### src/rtl/ro_meas_ctrl.sv
// Ring-oscillator frequency measurement controller with a per-channel byte-stream result.
// Latency: per channel, SETTLE + 2^AVG_LOG2*(WIN+1) cycles of measurement, then 1+CW/8 bytes.
// Backpressure: tx_valid/tx_ready; each byte is held stable until accepted, and the next byte follows one cycle later.
//
// Ports:
//   clk, reset        system clock and asynchronous active-high reset
//   en                block enable; dropping it aborts the sweep back to IDLE
//   start, ch_mask    sweep request and the channels to measure (latched on accept)
//   ro_in             oscillator outputs (asynchronous); osc_en is the one-hot enable of the active one
//   tx_data/valid/rdy result byte stream: channel index, then the result LSB first
//   busy, done        not-IDLE flag; one-cycle completion pulse
module ro_meas_ctrl #(
  parameter int CH       = 4,
  parameter int CW       = 16,
  parameter int WIN      = 1000,
  parameter int AVG_LOG2 = 3,
  parameter int SETTLE   = 16
) (
  input  logic          clk,
  input  logic          reset,
  input  logic          en,
  input  logic          start,
  input  logic [CH-1:0] ch_mask,
  input  logic [CH-1:0] ro_in,
  output logic [CH-1:0] osc_en,
  output logic [7:0]    tx_data,
  output logic          tx_valid,
  input  logic          tx_ready,
  output logic          busy,
  output logic          done
);

  localparam int CIW  = (CH > 1) ? $clog2(CH) : 1;
  localparam int TMAX = (WIN > SETTLE) ? WIN : SETTLE;
  localparam int TW   = $clog2(TMAX + 1);
  localparam int AW   = CW + AVG_LOG2;
  localparam int NB   = CW / 8;
  localparam int BW   = $clog2(NB + 1);
  localparam int WCW  = AVG_LOG2 + 1;

  typedef enum logic [2:0] {
    IDLE, SETTLE_S, GATE, ACCUM, SEND, NEXT
  } state_t;

  state_t          state, state_nxt;
  logic [TW-1:0]   timer;
  logic [CW-1:0]   cnt;
  logic [AW-1:0]   acc;
  logic [WCW-1:0]  win_cnt;
  logic [CH-1:0]   mask;
  logic [CIW-1:0]  cur;
  logic [BW-1:0]   bidx;
  logic            done_q;

  // Third flop holds the previous synchronised level for rising-edge detection.
  logic [CH-1:0]   ro_s1, ro_s2, ro_s3;

  logic [CH-1:0]   cur_onehot;
  logic [CH-1:0]   mask_rem;
  logic [CW-1:0]   result;
  logic            rise;
  logic            settle_end;
  logic            gate_end;
  logic            last_win;
  logic            last_byte;

  function automatic logic [CIW-1:0] lowest(input logic [CH-1:0] m);
    lowest = '0;
    for (int i = CH - 1; i >= 0; i--) begin
      if (m[i]) lowest = CIW'(i);
    end
  endfunction

  assign cur_onehot = CH'(1) << cur;
  assign mask_rem   = mask & ~cur_onehot;
  assign result     = acc[AW-1:AVG_LOG2];
  assign rise       = ro_s2[cur] & ~ro_s3[cur];
  assign settle_end = (timer == TW'(SETTLE - 1));
  assign gate_end   = (timer == TW'(WIN - 1));
  assign last_win   = (win_cnt == WCW'((1 << AVG_LOG2) - 1));
  assign last_byte  = (bidx == BW'(NB));

  always_comb begin
    state_nxt = state;
    case (state)
      IDLE:     if (start && en && (ch_mask != '0)) state_nxt = SETTLE_S;
      SETTLE_S: if (settle_end) state_nxt = GATE;
      GATE:     if (gate_end) state_nxt = ACCUM;
      ACCUM:    state_nxt = last_win ? SEND : GATE;
      SEND:     if (tx_ready && last_byte) state_nxt = NEXT;
      NEXT:     state_nxt = (mask_rem != '0) ? SETTLE_S : IDLE;
      default:  state_nxt = IDLE;
    endcase
    if (!en) state_nxt = IDLE;
  end

  always_comb begin
    busy     = (state != IDLE);
    osc_en   = '0;
    tx_valid = 1'b0;
    tx_data  = 8'h00;
    done     = done_q;
    if (state == SETTLE_S || state == GATE || state == ACCUM) osc_en = cur_onehot;
    if (state == SEND) begin
      tx_valid = 1'b1;
      if (bidx == '0) tx_data = {{(8 - CIW){1'b0}}, cur};
      for (int b = 0; b < NB; b++) begin
        if (bidx == BW'(b + 1)) tx_data = result[b*8 +: 8];
      end
    end
  end

  always_ff @(posedge clk or posedge reset) begin
    if (reset) begin
      ro_s1 <= '0;
      ro_s2 <= '0;
      ro_s3 <= '0;
    end else begin
      ro_s1 <= ro_in;
      ro_s2 <= ro_s1;
      ro_s3 <= ro_s2;
    end
  end

  always_ff @(posedge clk or posedge reset) begin
    if (reset) begin
      state   <= IDLE;
      timer   <= '0;
      cnt     <= '0;
      acc     <= '0;
      win_cnt <= '0;
      mask    <= '0;
      cur     <= '0;
      bidx    <= '0;
      done_q  <= 1'b0;
    end else begin
      state  <= state_nxt;
      done_q <= 1'b0;
      case (state)
        IDLE: begin
          if (start && en) begin
            if (ch_mask != '0) begin
              mask  <= ch_mask;
              cur   <= lowest(ch_mask);
              timer <= '0;
            end else begin
              done_q <= 1'b1;
            end
          end
        end
        SETTLE_S: begin
          timer <= timer + 1'b1;
          if (settle_end) begin
            timer   <= '0;
            cnt     <= '0;
            acc     <= '0;
            win_cnt <= '0;
          end
        end
        GATE: begin
          // Saturate rather than wrap so an over-range oscillator reads full scale.
          if (rise && (cnt != '1)) cnt <= cnt + 1'b1;
          timer <= gate_end ? '0 : timer + 1'b1;
        end
        ACCUM: begin
          acc     <= acc + AW'(cnt);
          cnt     <= '0;
          win_cnt <= win_cnt + 1'b1;
          bidx    <= '0;
        end
        SEND: begin
          if (tx_ready) bidx <= bidx + 1'b1;
        end
        NEXT: begin
          mask  <= mask_rem;
          cur   <= lowest(mask_rem);
          timer <= '0;
          if (en && (mask_rem == '0)) done_q <= 1'b1;
        end
        default: ;
      endcase
      // Abort: discard everything belonging to the sweep in progress.
      if (!en && (state != IDLE)) begin
        timer   <= '0;
        cnt     <= '0;
        acc     <= '0;
        win_cnt <= '0;
        mask    <= '0;
        bidx    <= '0;
        done_q  <= 1'b0;
      end
    end
  end

endmodule

### config.mk
export PLATFORM = sky130hd
export DESIGN_NAME = ro_meas_ctrl
export DESIGN_NICKNAME = d
export VERILOG_FILES = /design/src/rtl/ro_meas_ctrl.sv
export SDC_FILE = /design/constraint.sdc
export NUM_CORES = 1
export LEC_CHECK = 0
export CORE_UTILIZATION = 49
export DETAILED_ROUTE_END_ITERATION = 12
export GPL_TIMING_DRIVEN = 1
export PLACE_DENSITY = 0.68
export SYNTH_ARGS = -nofsm -noshare
export SYNTH_HDL_FRONTEND = slang
export SYNTH_SLANG_ARGS = --single-unit
### constraint.sdc
create_clock -name clk -period 2.97 [get_ports clk]
set_clock_uncertainty 0.1 [all_clocks]
set_input_delay 0.7425 -clock clk [delete_from_list [all_inputs] [get_ports clk]]
set_output_delay 0.7425 -clock clk [all_outputs]
set_load 0.01 [all_outputs]
After elaboration in Yosys (flattened, before gate mapping)
Cells that the tools add are included.
{"block": "op_classes", "n_addsub": 5, "n_lt_le_gt_ge": 1, "n_eq_ne": 22, "shift": 1, "muxes": 57, "bitwise": 4, "reduce_logical": 28}
{"op": "$mux 10", "count": 5}
{"op": "$mux 16", "count": 3}
{"op": "$pmux 16 s3", "count": 1}
{"op": "$pmux 10 s4", "count": 1}
{"op": "$mux 19", "count": 2}
{"op": "$pmux 19 s2", "count": 1}
{"op": "$mux 2", "count": 13}
{"op": "$mux 4", "count": 6}
{"op": "$mux 8", "count": 3}
{"op": "$add 19x16->19", "count": 1}
{"op": "$mux 3", "count": 6}
{"op": "$ne 3x3->1 const B", "count": 6}
{"op": "$pmux 3 s6", "count": 1}
{"op": "$add 16x1->16 const B", "count": 1}
{"op": "$ne 16x16->1 const B", "count": 1}
{"op": "$pmux 4 s2", "count": 2}
{"op": "$reduce_and 3->1", "count": 4}
{"op": "$reduce_bool 3->1", "count": 4}
{"op": "$reduce_bool 4->1", "count": 3}
{"op": "$add 10x1->10 const B", "count": 1}
{"op": "$eq 10x10->1 const B", "count": 1}
{"op": "$eq 10x4->1 const B", "count": 1}
{"op": "$mux 1", "count": 8}
{"op": "$pmux 2 s2", "count": 2}
{"op": "other kinds (29)", "count": 41}
{"block": "word_totals", "regBits": 73, "in_bits": 13, "out_inout_bits": 15, "wordCells": 130}

Depth between registers and ports, before layout
Gate-level depths: netlist of the first run.
{"block": "depth", "ltp_word": 8, "depth_mapped": 9, "mapped_depth_nobuf": 8}

Least setup slack after synthesis of the first run
OpenSTA, ideal clock, no wires.
{"block": "synth_timing", "kind": "flip-flop to output port", "startpoint": "register state[2]", "endpoint": "output tx_data[0]", "arrival_time_ns": 1.444, "required_time_ns": 2.128, "path_slack_ns": 0.683, "stages_incl_launch_ff": 6, "n_path_buf": 2, "path_cell_list": "dfrtp_1 > buf_2 > inv_1 > or3_1 > clkbuf_1 > nor2_1"}
{"block": "synth_via", "elab_chain_len": 2}
{"element": "start: declaration", "line": "45", "rtl": "state_t state, state_nxt;"}
{"element": "start signal: assignment", "line": "137", "rtl": "state <= state_nxt;"}
{"element": "$eq 3x3->1", "line": "104", "rtl": "if (state == SEND) begin"}
{"element": "$mux 8", "line": "104"}
{"element": "end: declaration", "line": "26", "rtl": "output logic [7:0] tx_data,"}
Every way passes these cells.

Final worst setup path of the first run
{"block": "layout_timing", "startpoint": "register state[1]", "endpoint": "output osc_en[3]"}
{"block": "layout_via", "elab_chain_len": 4, "elab_cells_between_ends": 6, "classes_between": "eq/ne: 3; mux: 1; reduce/logical: 2"}
{"element": "$eq 3x1->1 / $eq 3x2->1 (equally long branches)", "line": "103", "rtl": "if (state == SETTLE_S || state == GATE || state == ACCUM) osc_en = cur_onehot;"}
{"element": "$logic_or 1x1->1", "line": "103"}
{"element": "$logic_or 1x1->1 *", "line": "103"}
{"element": "$mux 4 *", "line": "103"}
{"element": "end: declaration", "line": "25", "rtl": "output logic [CH-1:0] osc_en,"}
Every way passes the cells marked *; elsewhere a longest branch is shown, timed or not.

==> out/metrics.yaml, run 1 <==
floorplan.initialDensity: 0.508
drtPass1Iterations: 4
track_usage: 0.253
synth_edf_count: 0
route.met2.wl_mm: 5.57
fill_cells: 838
tritoncts: "done"
multiInputGateArea_sq_um: 2690
drive_gt1_frac: 0.101
synth_area_per_cell_sq_um: 8.57
tightest_slew_ns: 0.663
wl_met1_mm: 5.31
ys_warn_count: 0
seq_area_frac_synth: 0.390
clk_pin_slew_ns: 0.09
drc_errors: 0
async_flop_share: 1.00
syn_inst: 547
synthToLayoutAreaGrowth_pct: 14.9
p_per_area_nw_per_um2: 592
cts_made_buffers: 9
yosys.area.top_type: "dfrtp_1"
synth.distinct_cells: 68
fin_crit_sh: 0.955
cts.sinks: 73
layout_common_cells: "72 x dfrtp_1, 58 x nand2_1, 54 x nor2_1"
root_buffer: "clkbuf_8"
grt_pass1_vias: 4131
diodes: 0
core_area_sq_um: 9240
maxCapViolCount: 0
ant_nets: 0
num_vias: 4237
grt_pass1_wl_mm: 19.7
ys_seq_elements: 73
ctsHoldBuffers: 0
io_pins: 28
clock_latency_ns: 0.36
grt_overflow: 0
cp_max_fo: 15
vias_per_cell: 5.96
dieArea_sq_um: 9970
hold_viol_final: 0
htree_levels: 3
worstSetupEndpointType: "output pin"
netlist.area_leader.share: 0.390
finalInstanceArea_sq_um: 5390
placed_area_sq_um: 5160
slew_violations: 0
routedWlPerCell_um: 16.3
status: "completed"
synthesis.nets: 583
tns_ns: 0
rows: 35
nNetsFinal: 613
dr.max_layer_used: "met4"
dr_wl_met3_um: 444
fmax_mhz: 353
netlist_area_sq_um: 4690
worst_ep_arrival_time_ns: 1.99
fin_crit_ns: 2.84
path_class: "flip-flop to output pin"
setup_viol: 0
grt_max_degree: 29
rsz0062_at_grt: "no"
final_common_cell: "dfrtp_1"
cts_buffer_depth: 2
drt_iter0_drc: 200
dp_hpwl_mm: 8.52
drt_wl_total_mm: 11.6
slew_headroom: 0.551
yosys_most_used_dff: "dfrtp_1"
yosys-top-cells-area: "dfrtp_1 39%, ha_1 5.9%, nand2_1 4.6%, a21oi_1 4.5%, nor2_1 4.4%"
globalplace.congestion: 0.896
leakage_nw: 2.44
antenna_found_initial: 0
hp-class: "flip-flop to flip-flop"
die_x_um: 99.8
ir_worst_vdd_mv: 0.419
register_area_sq_um: 1830
critPathLaunchType: "flip-flop"
port_buffers: 27
required_ns: 2.13
fp.dieH_um: 99.8
==> worst paths after layout <==
path	cells past startpoint	from	slack (ns)	end
setup reg to reg	7	cnt[1]	0.29	acc[17]
min in group asynchronous	2	reset	0.56	acc[0]
setup / recovery	5	state[1]	0.13	osc_en[3]
hold / removal	0	ro_s1[1]	0.25	ro_s2[1]
hold reg to reg	0	ro_s1[1]	0.25	ro_s2[1]
max in group asynchronous	3	reset	1.65	state[0]
==> flip-flops by register name, summed over array words and instances, names as in the netlist <==
| name | flops |
|---|---|
| ro_s1 | 4 |
| cur | 2 |
| ro_s3 | 4 |
| mask | 4 |
| ro_s2 | 4 |
| win_cnt | 4 |
| done | 1 |
| timer | 10 |
| bidx | 2 |
| cnt | 16 |
| state | 3 |
| acc | 19 |
==> report_power, final <==
group,total [mW],switching (mW),internal (mW)
clock network,0.781,0.450,0.331
registers,1.19,0.0998,1.09
logic,1.22,0.744,0.480
total,3.19,1.29,1.90
==> final cells by class <==
| type | instances | area share |
|---|---|---|
| clock buffers | 9 | 0.0230 |
| clock inverters | 7 | 0.0128 |
| inverters | 17 | 0.0118 |
| multi-input cells | 428 | 0.498 |
| flip-flops and latches | 73 | 0.339 |
| well taps | 129 | 0.0300 |
| repair buffers | 48 | 0.0850 |
==> repair_timing <==
action | CTS | global route
resized for setup | 2 | 9
setup endpoints to repair | 4 | 11
buffers inserted | 0 | 1
pin swaps | 0 | 0
==> kinds of logic after synthesis <==
group,after synthesis,synth area share
simple gates,212,0.226
compound gates,170,0.235
flops,73,0.390
buf+inv,46,0.0400
fa+ha+maj,23,0.0630
xor+xnor,21,0.0392
mux,2,0.00720
==> through the flow <==
step / total power [mW] / utilization / cells / worst slack, ns / hold slack (ns)
after global routing: 3.41 / 0.583 / 711 / 0.00959 / 0.269
after detailed placement: 2.40 / 0.558 / 694 / 0.0331 / 0.235
after floorplan: 2.01 / - / 547 / 0.274 / 0.231
after global placement: 2.38 / 0.558 / 694 / 0.123 / 0.234
final: 3.19 / 0.583 / 711 / 0.134 / 0.254
after CTS: 3.20 / 0.580 / 710 / 0.00393 / 0.257
==> metal layers <==
layer,up-vias,track usage
met1,2052,0.329
met2,113,0.418
met4,0,0.0995
li1,2051,-
met5,-,0
met3,21,0.0508
==> synth_stat cells, types with 3 or more instances <==
cell / number
buf_2: 12
dfrtp_1: 73
nand3b_1: 3
o22ai_1: 3
inv_1: 16
xor2_1: 8
nand2b_1: 11
nor2b_1: 8
nand3_1: 18
nand4b_1: 3
o221ai_1: 3
nor3_1: 5
and2_1: 5
o31ai_1: 9
and3_1: 8
o21ai_1: 19
xnor2_1: 13
nor2_1: 55
a22o_1: 11
ha_1: 22
a21o_1: 5
a21oi_1: 42
o21a_1: 5
or4_1: 3
o21ai_0: 41
a31oi_1: 5
clkbuf_1: 16
nand4_1: 20
nand2_1: 58
==> worst max-delay path, stage by stage (launching register included) <==
cell	delay, ns
dfrtp_1	0.39
buf_4	0.20
nor2_1	0.28
nor2_2	0.11
and3_1	0.19
clkdlybuf4s50_1	0.47
Power figures use the tool's default switching activity.
==> run 2, diff against run 1 <==
--- a/config.mk
+++ b/config.mk
@@ -7,2 +7,3 @@
 export LEC_CHECK = 0
+export CAP_MARGIN = 20
 export CORE_UTILIZATION = 49
--- a/constraint.sdc
+++ b/constraint.sdc
@@ -4,2 +4,2 @@
 set_output_delay 0.7425 -clock clk [all_outputs]
-set_load 0.01 [all_outputs]
+set_load 0.1 [all_outputs]
==> run 2 against run 1 <==
Compared with the run above:
- setup slack improved by 0.014 ns
- non-clock buffer count fell by 3
- total power rose by 10%
- routed wire length fell by 2.6%
- global-route usage fell by 1.1 points
- clock-buffer cell count rose by 1
- largest cell class unchanged
- sequential power barely moved
- maximum frequency rose by 0.48%
- die area did not move
==> out/metrics.yaml, run 2 (same netlist as run 1, synthesis figures left out) <==
drtPass1Iterations: 5  # was 4
clock_latency_ns: 0.35  # was 0.36 ns
cts_buffer_depth: 2  # unchanged
core_area_sq_um: 9240  # unchanged
worst_ep_arrival_time_ns: 1.98  # was 1.99 ns
fin_crit_sh: 0.950  # was 0.955
fp.dieH_um: 99.8  # unchanged
rr_worst_depth: 7  # unchanged
seqPwrFrac: 0.346  # was 0.372
cp_max_fo: 10  # was 15
grt_overflow: 0  # unchanged
rrSetupSlack_ns: 0.40  # was 0.29 ns
internal_power_mw: 2.09  # was 1.90 mW
setup_viol: 0  # unchanged
io_pins: 28  # unchanged
switching_power_mw: 1.43  # was 1.29 mW
tritoncts: "done"  # unchanged
die_x_um: 99.8  # unchanged
path_class: "flip-flop to output pin"  # unchanged
tightest_slew_ns: 0.593  # was 0.663 ns
hold_viol_final: 0  # unchanged
cp_num_buf_inv: 2  # unchanged
min-delay-start: "ro_s1[0]"  # was ro_s1[1]
hold_ws_ns: 0.253  # was 0.254 ns
fmax_mhz: 354  # was 353 MHz
crit_path_frequent_cell: "nor2_1"
placed_area_sq_um: 5280  # was 5160 sq um
port_buffers: 27  # unchanged
routedWlPerCell_um: 16.0  # was 16.3 um
hp-class: "flip-flop to flip-flop"  # unchanged
vias_per_cell: 5.95  # was 5.96
fin_crit_ns: 2.82  # was 2.84 ns
dp_hpwl_mm: 8.38  # was 8.52 mm
drive_gt1_frac: 0.123  # was 0.101
reg_top3: "acc (19), cnt (16), timer (10)"  # unchanged
drt_iter0_drc: 237  # was 200
ant_nets: 0  # unchanged
rows: 35  # unchanged
largest_register_ffs: 19  # unchanged
root_buffer: "clkbuf_8"  # unchanged
worstSetupEndpointType: "output pin"  # unchanged
drt_wl_total_mm: 11.3  # was 11.6 mm
critPathMaxStageDelay_ns: 0.56  # was 0.47 ns
nNetsFinal: 610  # was 613
floorplan.initialDensity: 0.508  # unchanged
min_to: "ro_s2[0]"  # was ro_s2[1]
rr_startpoint: "cnt[5]"  # was cnt[1]
ir_worst_vdd_mv: 0.583  # was 0.419 mV
track_usage: 0.242  # was 0.253
crit_family: "simple AND/OR/NAND/NOR gates"  # was buffers and inverters
cts_made_buffers: 9  # unchanged
maxCapViolCount: 0  # unchanged
path_cells: "buf_4, nor2_1, nor2_1, and3_1, buf_12"  # was buf_4, nor2_1, nor2_2, and3_1, clkdlybuf4s50_1
combPwrFrac: 0.403  # was 0.384
hold_depth: 0  # unchanged
diodes: 0  # unchanged
finalInstanceArea_sq_um: 5510  # was 5390 sq um
num_vias: 4215  # was 4237
antenna_found_initial: 0  # unchanged
rsz0062_at_grt: "no"  # unchanged
final_common_cell: "dfrtp_1"  # unchanged
drc_errors: 0  # unchanged
layout_common_cells: "73 x dfrtp_1, 58 x nand2_1, 54 x nor2_1"  # was 72 x dfrtp_1, 58 x nand2_1, 54 x nor2_1
slew_headroom: 0.599  # was 0.551
slew_violations: 0  # unchanged
instances_no_fill: 708  # was 711
dieArea_sq_um: 9970  # unchanged
pwr-share-clk: 0.251  # was 0.245
p_per_area_nw_per_um2: 638  # was 592 nW/um^2
critPathLaunchType: "flip-flop"  # unchanged
rr_endpoint: "acc[16]"  # was acc[17]
grt_pass1_wl_mm: 19.2  # was 19.7 mm
globalplace.congestion: 0.918  # was 0.896
largest_register: "acc"  # unchanged
post-place-cells: 692  # was 694
required_ns: 2.13  # about the same
swShare: 0.406  # was 0.405
clk_pin_slew_ns: 0.08  # was 0.09 ns
synthToLayoutAreaGrowth_pct: 17.5  # was 14.9%
status: "completed"  # unchanged
leakage_nw: 2.37  # was 2.44 nW
critPathSlowestCell: "dfrtp_1"  # was clkdlybuf4s50_1
grt_max_degree: 74  # was 29
cts.sinks: 73  # unchanged
htree_levels: 3  # unchanged
grt_pass1_vias: 4080  # was 4131
run 2: what timing repair did:
| action | 4_1_cts | 5_1_grt |
|---|---|---|
| gates resized for setup | 0 | 2 |
| hold buffers | 0 | 0 |
| setup buffers | 0 | 0 |
| setup endpoints to repair | 0 | 7 |
run 2: power groups by stage:
stage / clock network [mW] / logic, mW / registers, mW
3_3_place_gp: 0 / 1.37 / 1.23
4_1_cts: 0.903 / 1.41 / 1.21
2_1_floorplan: 0 / 1.04 / 1.18
5_1_grt: 0.937 / 1.55 / 1.23
6_report: 0.883 / 1.42 / 1.22
3_5_place_dp: 0 / 1.40 / 1.23
run 2: layout make-up:
class                      instances  area (sq um)
inverter                          17          63.8
fill                             813          3730
timing repair buffer              45           543
sequential                        73          1830
clock inverter                     6          90.1
multi-input combinational        428          2690
tap                              129           161
clock buffer                      10           138
run 2: worst max path at each step:
| stage | startpoint | to | slack [ns] | cells past startpoint |
|---|---|---|---|---|
| finish | state[0] | osc_en[3] | 0.15 | 5 |
| floorplan | state[2] | tx_data[0] | -0.42 | 5 |
| global route | state[0] | osc_en[2] | 0.02 | 6 |
| global placement | ch_mask[0] | timer[7] | 0.13 | 7 |
| CTS | bidx[0] | tx_data[0] | 0.1 | 5 |
| detailed placement | ch_mask[0] | timer[3] | 0.06 | 7 |
run 2: metrics by stage:
stage	utilization	TNS (ns)	power [mW]	setup slack [ns]
final	0.596	0	3.52	0.148
after global routing	0.596	0	3.72	0.0226
after CTS	0.596	0	3.52	0.0995
after detailed placement	0.571	0	2.63	0.0608
after global placement	0.571	0	2.60	0.134
after floorplan	-	-3.72	2.22	-0.419
run 2: per-layer routing:
metal | vias to the layer above | global-route usage | wire [um]
li1 | 2044 | - | -
met4 | 0 | 0.0871 | 250
met2 | 110 | 0.421 | 5530
met1 | 2036 | 0.305 | 5130
met3 | 25 | 0.0383 | 405
met5 | - | 0 | 0
